$ cat config.mk
export PLATFORM = sky130hd
export DESIGN_NAME = stopwatch_bcd
export DESIGN_NICKNAME = d
export VERILOG_FILES = /design/src/rtl/stopwatch_bcd.sv
export SDC_FILE = /design/constraint.sdc
export NUM_CORES = 1
export LEC_CHECK = 0
export BUFFER_PORTS_ARGS = -buffer_cell sky130_fd_sc_hd__buf_2
export CAP_MARGIN = 20
export CORE_MARGIN = 10
export CORE_UTILIZATION = 57
export CTS_CLUSTER_SIZE = 14
export DETAILED_ROUTE_END_ITERATION = 16
export PLACE_DENSITY = 0.93
export SYNTH_ARGS = -nofsm -noshare
export SYNTH_HDL_FRONTEND = slang
export SYNTH_SLANG_ARGS = --single-unit
$ cat constraint.sdc
create_clock -name inclk -period 2.81 [get_ports inclk]
set_clock_uncertainty 0.15 [all_clocks]
set_input_delay 0.4215 -clock inclk [delete_from_list [all_inputs] [get_ports inclk]]
set_output_delay 0.4215 -clock inclk [all_outputs]
set_load 0.005 [all_outputs]
$ cat src/rtl/stopwatch_bcd.sv
// MM:SS BCD stopwatch counting synchronized 1 Hz ticks with start/stop/clear control.
// Define STOPWATCH_SEG7_EN to build the multiplexed active-low seven-segment driver.
module stopwatch_bcd #(
    parameter int SYNC_STAGES = 2,
    parameter int REFRESH_DIV = 100000
) (
    input  logic       inclk,
    input  logic       inrst_n,
    input  logic       tick_in,
    input  logic       start_stop,
    input  logic       clear,
    output logic [3:0] sec_ones,
    output logic [3:0] sec_tens,
    output logic [3:0] min_ones,
    output logic [3:0] min_tens,
    output logic       running,
    output logic       wrap,
    output logic [6:0] seg,
    output logic [3:0] an
);

    typedef enum logic [1:0] {IDLE, RUN, PAUSE} state_t;

    // Per-digit roll-over limits, index 0 = sec_ones.
    localparam logic [3:0][3:0] DIGIT_MAX = {4'd5, 4'd9, 4'd5, 4'd9};

    generate
        if (SYNC_STAGES < 2 || REFRESH_DIV < 1) begin : g_param_check
            $error("stopwatch_bcd: SYNC_STAGES must be >= 2 and REFRESH_DIV >= 1");
        end
    endgenerate

    logic [2:0] async_in;
    logic [2:0] pulse;
    logic       tick_p;
    logic       ss_p;
    logic       clr_p;

    assign async_in = {clear, start_stop, tick_in};

    generate
        for (genvar gi = 0; gi < 3; gi++) begin : g_sync
            logic [SYNC_STAGES-1:0] sync_reg;
            logic                   edge_reg;

            always_ff @(posedge inclk or negedge inrst_n) begin
                if (!inrst_n) begin
                    sync_reg <= '0;
                    edge_reg <= 1'b0;
                end else begin
                    sync_reg <= {sync_reg[SYNC_STAGES-2:0], async_in[gi]};
                    edge_reg <= sync_reg[SYNC_STAGES-1];
                end
            end

            assign pulse[gi] = sync_reg[SYNC_STAGES-1] & ~edge_reg;
        end
    endgenerate

    assign tick_p = pulse[0];
    assign ss_p   = pulse[1];
    assign clr_p  = pulse[2];

    state_t state_reg;
    state_t state_next;

    always_ff @(posedge inclk or negedge inrst_n) begin
        if (!inrst_n) begin
            state_reg <= IDLE;
        end else begin
            state_reg <= state_next;
        end
    end

    always_comb begin
        state_next = state_reg;
        if (clr_p) begin
            state_next = IDLE;
        end else if (ss_p) begin
            unique case (state_reg)
                IDLE:    state_next = RUN;
                RUN:     state_next = PAUSE;
                PAUSE:   state_next = RUN;
                default: state_next = IDLE;
            endcase
        end
    end

    always_comb begin
        running = (state_reg == RUN);
    end

    logic [3:0][3:0] digit_reg;
    logic [3:0][3:0] digit_next;
    logic            wrap_reg;
    logic            wrap_next;

    // Ripple the carry through the digits; a carry out of min_tens is the wrap.
    always_comb begin
        logic carry;
        digit_next = digit_reg;
        wrap_next  = 1'b0;
        carry      = 1'b0;
        if (clr_p) begin
            digit_next = '0;
        end else if (tick_p && state_reg == RUN) begin
            carry = 1'b1;
            for (int i = 0; i < 4; i++) begin
                if (carry) begin
                    if (digit_reg[i] >= DIGIT_MAX[i]) begin
                        digit_next[i] = 4'd0;
                    end else begin
                        digit_next[i] = digit_reg[i] + 4'd1;
                        carry         = 1'b0;
                    end
                end
            end
            wrap_next = carry;
        end
    end

    always_ff @(posedge inclk or negedge inrst_n) begin
        if (!inrst_n) begin
            digit_reg <= '0;
            wrap_reg  <= 1'b0;
        end else begin
            digit_reg <= digit_next;
            wrap_reg  <= wrap_next;
        end
    end

    assign sec_ones = digit_reg[0];
    assign sec_tens = digit_reg[1];
    assign min_ones = digit_reg[2];
    assign min_tens = digit_reg[3];
    assign wrap     = wrap_reg;

`ifdef STOPWATCH_SEG7_EN
    localparam int RW = $clog2(REFRESH_DIV + 1);
    localparam logic [RW-1:0] REFRESH_LAST = RW'(REFRESH_DIV - 1);

    logic [RW-1:0] refresh_reg;
    logic [1:0]    idx_reg;
    logic [6:0]    seg_reg;
    logic [3:0]    an_reg;

    function automatic logic [6:0] bcd_to_seg(input logic [3:0] d);
        case (d)
            4'd0:    return 7'b1000000;
            4'd1:    return 7'b1111001;
            4'd2:    return 7'b0100100;
            4'd3:    return 7'b0110000;
            4'd4:    return 7'b0011001;
            4'd5:    return 7'b0010010;
            4'd6:    return 7'b0000010;
            4'd7:    return 7'b1111000;
            4'd8:    return 7'b0000000;
            4'd9:    return 7'b0010000;
            default: return 7'b1111111;
        endcase
    endfunction

    always_ff @(posedge inclk or negedge inrst_n) begin
        if (!inrst_n) begin
            refresh_reg <= '0;
            idx_reg     <= 2'd0;
            seg_reg     <= 7'b1000000;
            an_reg      <= 4'b1110;
        end else begin
            if (refresh_reg == REFRESH_LAST) begin
                refresh_reg <= '0;
                idx_reg     <= idx_reg + 2'd1;
            end else begin
                refresh_reg <= refresh_reg + 1'b1;
            end
            seg_reg <= bcd_to_seg(digit_reg[idx_reg]);
            an_reg  <= ~(4'b0001 << idx_reg);
        end
    end

    assign seg = seg_reg;
    assign an  = an_reg;
`else
    assign seg = 7'b1111111;
    assign an  = 4'b1111;
`endif

endmodule

Word-level counts from Yosys, hierarchy flattened --
Cells that the tools add are included. Widths: inputs -> output; s select.
Word-level totals: flip-flop bits (word level) 28, latch bits 0, bits in writable memories 0, memory bits (read-only) 0, output and inout bits 29, word-level logic and storage cells 66, memories kept 0
Operators by class: $add $sub $neg 4, multiply operators 0, div/mod/pow operators 0, $lt $le $gt $ge 4, eq/ne operators 2, shifts and indexed selects 0, mux-type cells 27, bitwise gates (word level) 6, reduce and logical (&&, ||, !) cells 11
Operators with widths (number):
- $mux 16 | 2
- $mux 4 | 7
- $add 4x1->4 const B | 4
- $mux 1 | 15
- $reduce_bool 2->1 | 5
- $ge 4x3->1 const B | 2
- $ge 4x4->1 const B | 2
- $reduce_and 2->1 | 3
- $mux 2 | 2
- $pmux 2 s2 | 1
- $and 1x1->1 | 3
- $not 1->1 | 3
- $eq 2x1->1 const B | 1
- $eq 2x2->1 const B | 1
- $logic_not 2->1 | 1
- $reduce_or 2->1 | 1
- $logic_and 1x1->1 | 1

Depth between registers and ports, before layout --
Gate-level depths: netlist of the first run.
depth in word-level cells 14, gate-level depth with buffers 7

Worst setup path before layout of the first run --
OpenSTA, ideal clock, no wires.
path type flip-flop to flip-flop, start point register digit_reg (netlist bit sec_ones[0]), end point register digit_reg (netlist bit min_ones[0]), arrival 1.685 ns, data required time 2.535 ns, path slack 0.850 ns, stages on the path, launching flop included 6, path through dfrtp_1 > ha_1 > or3b_4 > a31oi_1 > or2_4 > mux2_4
On the way: longest elaborated chain between the ends 9
RTL lines:
- start, declared | RTL line 93 | logic [3:0][3:0] digit_reg;
- start signal, assigned | RTL line 127 | digit_reg <= digit_next;
- $ge 4x4->1 | RTL line 110 | if (digit_reg[i] >= DIGIT_MAX[i]) begin
- $mux 1 | RTL line 110
- $mux 1 | RTL line 106 | end else if (tick_p && state_reg == RUN) begin
- $mux 1 | RTL line 104 | if (clr_p) begin
- $mux 1 | RTL line 109 | if (carry) begin
- $mux 1 | RTL line 106
- $mux 1 | RTL line 104
- $reduce_bool 2->1 (no source line)
- $reduce_and 2->1 (no source line)
No other way between the ends. The select of a mux whose other input is x is not followed. A chain may end at the register's enable or synchronous reset.

Worst setup path in the final report of the first run --
Ends and elaborated chain as after synthesis.

==> impl_metrics.toml, run 1 <==
[cells_and_area]
seqCellArea_um2 = 700.7
nets = 191
multi_input_area_um2 = 742.0
largest_reg_flops = 6
fillers = 190
num_antenna_cells = 0
area_growth_pct = 10.70
drive_above_1_share_pct = 20.81

[timing]
tns_ns = 0
post-route-min-period_ns = 2.181
finalHoldViolCount = 0
slew_headroom_pct = 59.90
worst-slew-pin-transition_ns = 0.6015
hold_ws_ns = 0.03783
setup_violations = 0
clock.fmax_mhz = 458.5
drv_slew = 0
period_share_pct = 77.62
setup_ws_ns = 0.6288
rsz0062_at_grt = "false"

[pwr]
p_leak_nw = 0.8213
ir_drop_uv = 460.5
power_density_nw_per_um2 = 633.3

[grt]
grt_util_met2_pct = 21.67
gr-usage-met1_pct = 13.56
grt_pass1_vias = 1216
top_usage_layer = "met2"
antenna_found_initial = 0
grt_pass1_wl_mm = 5.368
use_met3_pct = 3.265
grt_overflow = 0
groute.usage.overall_pct = 12.06
grt_max_degree = 29

[worst_hold_path]
hold_class = "in -> reg"

[die]
die_w_um = 72.05
coreArea_um2 = 2522
ios = 34
initial_core_util_pct = 61.21
rows = 18
dieArea_um2 = 5190
die_h_um = 72.05

[clock_network]
cts_made_buffers = 3
cts_buffer_depth = 2
clock_latency_ns = 0.32
cts.sinks = 28
cts_tree = "built"
postCtsResizedCells = 0
cts.clk_slew.worst_paths_ns = 0.15
cts_htree_levels = 1
clockRootBuffer = "clkbuf_4"

[synth]
yosysTopAreaCellShare_pct = 45.38
synth.most_common_cell = "dfrtp_1"
async_flop_share_pct = 100.0
synth_cell_type_count = 38
synth_largest_area_cell = "dfrtp_1"
synth_common_cells = "28 x dfrtp_1, 12 x buf_4, 12 x ha_1, 10 x nand2_1, 10 x o21ai_0"
synth_edf_count = 0
ys_seq_area_share_pct = 45.38
synthFlopType = "dfrtp_1"
syn_area_um2 = 1544
postSynthCellCount = 148
syn_avg_cell_area_um2 = 10.43
yosys_register_bits = 28
synth_area_leaders = "dfrtp_1 45%, ha_1 9.7%, buf_4 5.8%"
synth_warnings = 0

[routing]
drc = 0
drt-vias-per-instance = 5.665
first_iter_violations = 78
wl_mm = 3.038
ant_nets = 0
via_count = 1150
wl_per_cell_um = 14.97
firstDrtPassIters = 5

[place]
port_buffers = 22
gp_congestion = 0.8490
hpwl_mm = 2.285
place_ws_ns = 0.6689

[flow_run]
maxCapViolations = 0

[worst_setup_path]
worstPathRequired_ns = 2.89
endpoint_kind = "flip-flop"
start_kind = "flip-flop"
worst-endpoint-arrival_ns = 2.26
critPathKind = "reg -> reg"
crit_fanout = 11

[status]
status = "finished, final reports clean"
metal layers:
layer  part of all wire (%)  routed length (µm)
met1                     42                1288
met2                     50                1507
met3                    7.1                 216
met4                   0.86                  26
met5                      0                   0
cell families after synthesis:
group / count (synthesis) / synth area share, %
AND/OR/NAND/NOR: 44 / 17.75
AO/OA/AOI/OAI: 35 / 15.15
flip-flops: 28 / 45.38
buffers and inverters: 24 / 8.995
adder cells (fa/ha/maj): 12 / 9.724
XOR/XNOR: 2 / 1.135
multiplexers: 2 / 1.620
other: 1 / 0.2429
critical path, stage by stage (launching register included):
cell and delay, ns:
dfrtp_1 0.48, ha_1 0.23, or3b_4 0.43, a31oi_1 0.17, buf_4 0.19, or2_4 0.15, mux2_4 0.29
report_power, final:
part	switching [mW]	leakage, nW	internal [mW]
clock network	0.116	0.0279	0.144
logic	0.163	0.432	0.143
registers	0.0666	0.361	0.450
total	0.345	0.821	0.737
through the flow:
stage / cell area [µm²] / std cells / power [mW] / utilization [%]
detailed placement: 1647 / 198 / 0.8274 / 65.28
global route: 1709 / 203 / 1.152 / 67.76
CTS: 1709 / 203 / 1.085 / 67.76
floorplan: 1582 / 158 / 0.7276 / -
finish: 1709 / 203 / 1.082 / 67.76
global placement: 1647 / 198 / 0.8011 / 65.28
cell usage in the layout, fill, tap and decap left out, types with 4 or more instances in the layout:
master	count
nand2_1	10
a21oi_1	7
o21ai_0	10
nand2b_1	5
dfrtp_1	28
nand4_1	5
ha_1	12
nand3_1	4
o31ai_1	6
inv_1	9
nor2_1	4
a211oi_1	5
conb_1	11
buf_2	22
path summary, 6_finish.rpt:
path                            cells after the start  slack [ns]                     to                   from
worst max-delay path                                6        0.63            min_ones[0]            sec_ones[0]
worst min-delay path                                1        0.04  g_sync[2].sync_reg[0]                  clear
worst max register to register                      6        0.63            min_ones[0]            sec_ones[0]
worst min register to register                      0        0.22  g_sync[2].sync_reg[1]  g_sync[2].sync_reg[0]
max in group asynchronous                           2        1.66            min_tens[3]                inrst_n
min in group asynchronous                           2        0.46            sec_tens[0]                inrst_n
what timing repair did:
action,CTS,global route
endpoints found under the hold margin,28,0
hold buffers,1,0
buffers inserted,0,0
cell type report:
| class | count | share of cell area, % |
|---|---|---|
| multi-input combinational | 106 | 43.41 |
| sequential | 28 | 41.00 |
| timing repair buffer | 26 | 8.346 |
| tap | 30 | 2.196 |
| inverter | 9 | 1.977 |
| clock inverter | 1 | 1.757 |
| clock buffer | 3 | 1.318 |
(Power assumes the default switching activity.)
==> run 2, diff against run 1 <==
CORE_UTILIZATION = 53   (was 57)
PLACE_DENSITY = 0.88   (was 0.93)
clock period = 2.1 ns   (was 2.81 ns; I/O delays follow)
==> run 2 against run 1 <==
Net effect:
- via count up 3.4%
- global-route usage decreased by 0.70 points
- sequential power rose by 33%
- sequential share of layout area decreased by 0.56 points
- hold slack improved by 0.18 ns
- die area up 5.4%
- core utilization shrank 5.5 points
- cell count is 3.0% higher
- worst setup slack lost 0.51 ns
- clock-buffer cell count unchanged
- final area up 1.4%
- total power increased by 23%
- critical path type unchanged
- highest routed layer unchanged
==> impl_metrics.toml, run 2 (synthesis results as in run 1) <==
[clock_network]
cts_buffer_depth = 2
cts.sinks = 28
cts_htree_levels = 1
cts_tree = "built"
cts.clk_slew.worst_paths_ns = 0.14
clock_latency_ns = 0.33
postCtsSetupBuffers = 0
hold_buffers = 4
postCtsResizedCells = 0
clockRootBuffer = "clkbuf_4"
cts_made_buffers = 3

[die]
dieArea_um2 = 5472
rows = 19
die_h_um = 73.98
coreArea_um2 = 2781
ios = 34
initial_core_util_pct = 55.51
die_w_um = 73.98

[timing]
worst-slew-pin-transition_ns = 0.6094
finalHoldViolCount = 0
setup_violations = 0
tns_ns = 0
post-route-min-period_ns = 1.984
rsz0062_at_grt = "false"
clock.fmax_mhz = 504.0
setup_ws_ns = 0.1160
slew_headroom_pct = 59.38
drv_slew = 0
period_share_pct = 94.48

[routing]
first_iter_violations = 57
drt-vias-per-instance = 5.689
wl_mm = 3.080
via_count = 1189
ant_nets = 0
firstDrtPassIters = 4
drc = 0
wl_per_cell_um = 14.74

[pwr]
total_power_mw = 1.333
ir_drop_uv = 675.7
power_density_nw_per_um2 = 769.4
p_leak_nw = 0.8350

[cells_and_area]
stdcell_area_um2 = 1733
seqCellArea_um2 = 700.7
fillers = 230
final_util_pct = 62.30
nets = 197
final_common_cell = "dfrtp_1"
num_antenna_cells = 0
final_cell_mix = "28 x dfrtp_1, 22 x buf_2, 12 x ha_1"
largest_reg_flops = 6
multi_input_area_um2 = 742.0
area_growth_pct = 12.24
drive_above_1_share_pct = 21.35

[grt]
grt_pass1_wl_mm = 5.071
antenna_found_initial = 0
grt_pass1_vias = 1152
grt_overflow = 0
groute.usage.overall_pct = 11.36
grt_max_degree = 29

[worst_setup_path]
reg2reg_depth = 5
rrSetupSlack_ns = 0.12
worstPathRequired_ns = 2.18
crit_path_end = "min_ones[0]"
r2r_end = "min_ones[0]"
rr_startpoint = "sec_ones[0]"
start_kind = "flip-flop"
crit_fanout = 5
critPathKind = "reg -> reg"
crit_start = "sec_ones[0]"
endpoint_kind = "flip-flop"
worst-endpoint-arrival_ns = 2.07

[place]
port_buffers = 22
place_ws_ns = 0.1390
gp_congestion = 0.8259
placed_area_um2 = 1670
hpwl_mm = 2.369

[flow_run]
maxCapViolations = 0

[worst_hold_path]
hold_depth = 0
hold_class = "reg -> reg"

[status]
status = "finished, final reports clean"
run 2: metrics by stage:
stage                     hold slack [ns]  instances
after detailed placement           0.1903        202
after floorplan                   -0.1306        158
after CTS                          0.2221        209
final                              0.2173        209
after global placement             0.1851        202
after global routing               0.2261        209
run 2: how the worst min path moves through the flow:
stage | from | to | slack (ns)
after floorplan | inrst_n | g_sync[0].edge_reg | -0.13
after global placement | g_sync[1].sync_reg[0] | g_sync[1].sync_reg[1] | 0.19
after detailed placement | g_sync[0].sync_reg[0] | g_sync[0].sync_reg[1] | 0.19
after CTS | g_sync[0].sync_reg[0] | g_sync[0].sync_reg[1] | 0.22
after global routing | g_sync[0].sync_reg[0] | g_sync[0].sync_reg[1] | 0.23
final | g_sync[1].sync_reg[0] | g_sync[1].sync_reg[1] | 0.22
run 2: power by group:
group | switching [mW] | internal (mW) | total (mW)
registers | 0.0835 | 0.602 | 0.686
clock network | 0.150 | 0.0675 | 0.217
logic | 0.223 | 0.207 | 0.431
total | 0.456 | 0.877 | 1.33
run 2: layout make-up:
type	instances	share of cell area, %
clock buffer	3	1.300
inverter	9	1.949
multi-input combinational	106	42.82
sequential	28	40.43
tap	31	2.238
timing repair buffer	32	11.26
run 2: critical path, stage by stage (launching register included):
cell and delay, ns:
dfrtp_1 0.42, ha_1 0.20, or3b_4 0.42, a31oi_1 0.23, or2_4 0.18, mux2_4 0.29
run 2: metal layers:
metal | wire length, µm | share of wire, % | global-route usage (%)
met5 | 0 | 0 | 0
met4 | 62 | 2.0 | 4.762
met3 | 218 | 7.1 | 2.926
met2 | 1604 | 52 | 20.36
met1 | 1196 | 39 | 12.36
==> run 3, diff against run 2 <==
ABC_AREA = 1   (was unset)
CORE_UTILIZATION = 54   (was 53)
PLACE_DENSITY = 0.89   (was 0.88)
==> run 3 against run 2 <==
Net effect:
- register-to-register slack gained 0.39 ns
- critical endpoint is now min_tens[1]
- global-route usage shrank 0.36 points
- hold slack gained 0.0014 ns
- sequential cell count is the same
- critical path type unchanged
- largest power group unchanged
- worst setup slack gained 0.39 ns
==> impl_metrics.toml, run 3 <==
[synth]
synth_largest_area_cell = "dfrtp_1"
syn_avg_cell_area_um2 = 8.786
yosysTopAreaCellShare_pct = 43.58
syn_area_um2 = 1608
yosys_register_bits = 28
async_flop_share_pct = 100.0
postSynthCellCount = 183
synth_common_cells = "34 x nand2_1, 28 x dfrtp_1, 24 x inv_1, 16 x nand3_1"
synthFlopType = "dfrtp_1"
synth_area_leaders = "dfrtp_1 44%, ha_1 9.3%, nand2_1 7.9%"
synth_cell_type_count = 24
synth.most_common_cell = "nand2_1"
ys_seq_area_share_pct = 43.58
synth_warnings = 0
synth_edf_count = 0

[timing]
tns_ns = 0
period_share_pct = 75.88
post-route-min-period_ns = 1.593
clock.fmax_mhz = 627.6
slew_headroom_pct = 59.74
rsz0062_at_grt = "false"
setup_violations = 0
worst-slew-pin-transition_ns = 0.6039
drv_slew = 0
finalHoldViolCount = 0

[routing]
firstDrtPassIters = 4
wl_mm = 2.956
wl_per_cell_um = 12.27
drc = 0
ant_nets = 0
first_iter_violations = 66
via_count = 1203
drt-vias-per-instance = 4.992

[cells_and_area]
area_growth_pct = 11.05
final_cell_mix = "34 x nand2_1, 28 x dfrtp_1, 24 x inv_1"
nets = 228
final_common_cell = "nand2_1"
drive_above_1_share_pct = 22.86
final_cells = 241
num_antenna_cells = 0
largest_reg_flops = 6

[clock_network]
cts_htree_levels = 1
clockRootBuffer = "clkbuf_4"
clock_latency_ns = 0.33
cts_buffer_depth = 2
cts_made_buffers = 3
cts.clk_slew.worst_paths_ns = 0.16
cts_tree = "built"
cts.sinks = 28

[worst_setup_path]
worstPathRequired_ns = 2.20
critPathKind = "reg -> reg"
rr_startpoint = "sec_tens[0]"
start_kind = "flip-flop"
endpoint_kind = "flip-flop"
crit_start = "sec_tens[0]"
worst-endpoint-arrival_ns = 1.69
crit_fanout = 6

[grt]
grt_overflow = 0
grt_pass1_wl_mm = 4.988
grt_pass1_vias = 1204
groute.usage.overall_pct = 11.00
grt_max_degree = 29
antenna_found_initial = 0

[die]
rows = 19
die_h_um = 74.57
die_w_um = 74.57
coreArea_um2 = 2805
initial_core_util_pct = 57.31
dieArea_um2 = 5560
ios = 34

[place]
gp_congestion = 0.8258
port_buffers = 22
hpwl_mm = 2.301
dp_cells = 233

[pwr]
p_leak_nw = 0.9786
total_power_mw = 1.502
ir_drop_uv = 483.0
power_density_nw_per_um2 = 841.4

[worst_hold_path]
min_from = "g_sync[1].sync_reg[0]"
hold_class = "reg -> reg"

[flow_run]
maxCapViolations = 0

[status]
status = "finished, final reports clean"
## run 3: changes by cell type after synthesis, sizes merged, moves of 3 or more
| cell | change |
|---|---|
| nand4 | -3 |
| nor2 | +13 |
| nand3 | +14 |
| o31ai | -6 |
| a21oi | -4 |
| inv | +17 |
| nand2b | -5 |
| nand2 | +35 |
| a211oi | -6 |
| nor2b | -3 |
## run 3: critical path, cell delays in order, from the launching register on
cell and delay (ns):
dfrtp_1 0.47, inv_1 0.08, ha_1 0.19, nand2_1 0.08, nand2_2 0.09, a21oi_1 0.18, nand2_2 0.11, nand3_1 0.09
nand2_1 0.06
## run 3: metal layers
| layer | vias up | track usage (%) | wire length, µm |
|---|---|---|---|
| met3 | 4 | 2.926 | 180 |
| li1 | 606 | - | - |
| met2 | 26 | 19.79 | 1459 |
| met1 | 567 | 11.97 | 1277 |
| met5 | - | 0 | 0 |
| met4 | 0 | 4.412 | 38 |
## run 3: cell type report
type / instances / area [µm²]
clock inverter: 1 / 30.03
timing repair buffer: 26 / 150.1
sequential: 28 / 700.7
inverter: 26 / 97.59
clock buffer: 3 / 22.52
tap: 31 / 38.79
fill: 236 / 1020
multi-input combinational: 126 / 745.7
## run 3: kinds of logic after synthesis
kind of cell             Yosys count  share of synthesized area (%)
adder cells (fa/ha/maj)           12                          9.338
AND/OR/NAND/NOR                   83                          27.24
AO/OA/AOI/OAI                     17                          5.603
buffers and inverters             39                          12.37
XOR/XNOR                           3                          1.635
other                              1                         0.2332
flip-flops                        28                          43.58
## run 3: repair_timing
| action | CTS | global route |
|---|---|---|
| hold buffers | 4 | 0 |
| resized for setup | 0 | 0 |
| hold endpoints to repair | 31 | 0 |
| setup buffers | 0 | 0 |
## run 3: worst paths after layout
path / to / slack (ns) / cells past startpoint
max: min_tens[1] / 0.51 / 8
min: g_sync[1].sync_reg[1] / 0.22 / 0
max reg2reg: min_tens[1] / 0.51 / 8
min reg2reg: g_sync[1].sync_reg[1] / 0.22 / 0
max in group asynchronous: g_sync[1].sync_reg[0] / 1.07 / 2
min in group asynchronous: sec_tens[1] / 0.34 / 2
## run 3: report_power, final
part | switching [mW] | internal, mW
logic | 0.266 | 0.179
registers | 0.0928 | 0.605
clock network | 0.166 | 0.193
## run 3: per-stage QoR
step	utilization (%)	hold WS, ns	instance area, µm²	setup WS [ns]
floorplan	-	-0.1306	1645	0.6702
global placement	60.35	0.1817	1693	0.5562
detailed placement	60.35	0.1873	1693	0.5055
CTS	63.65	0.2217	1785	0.4791
global route	63.65	0.2354	1785	0.3591
finish	63.65	0.2188	1785	0.5066
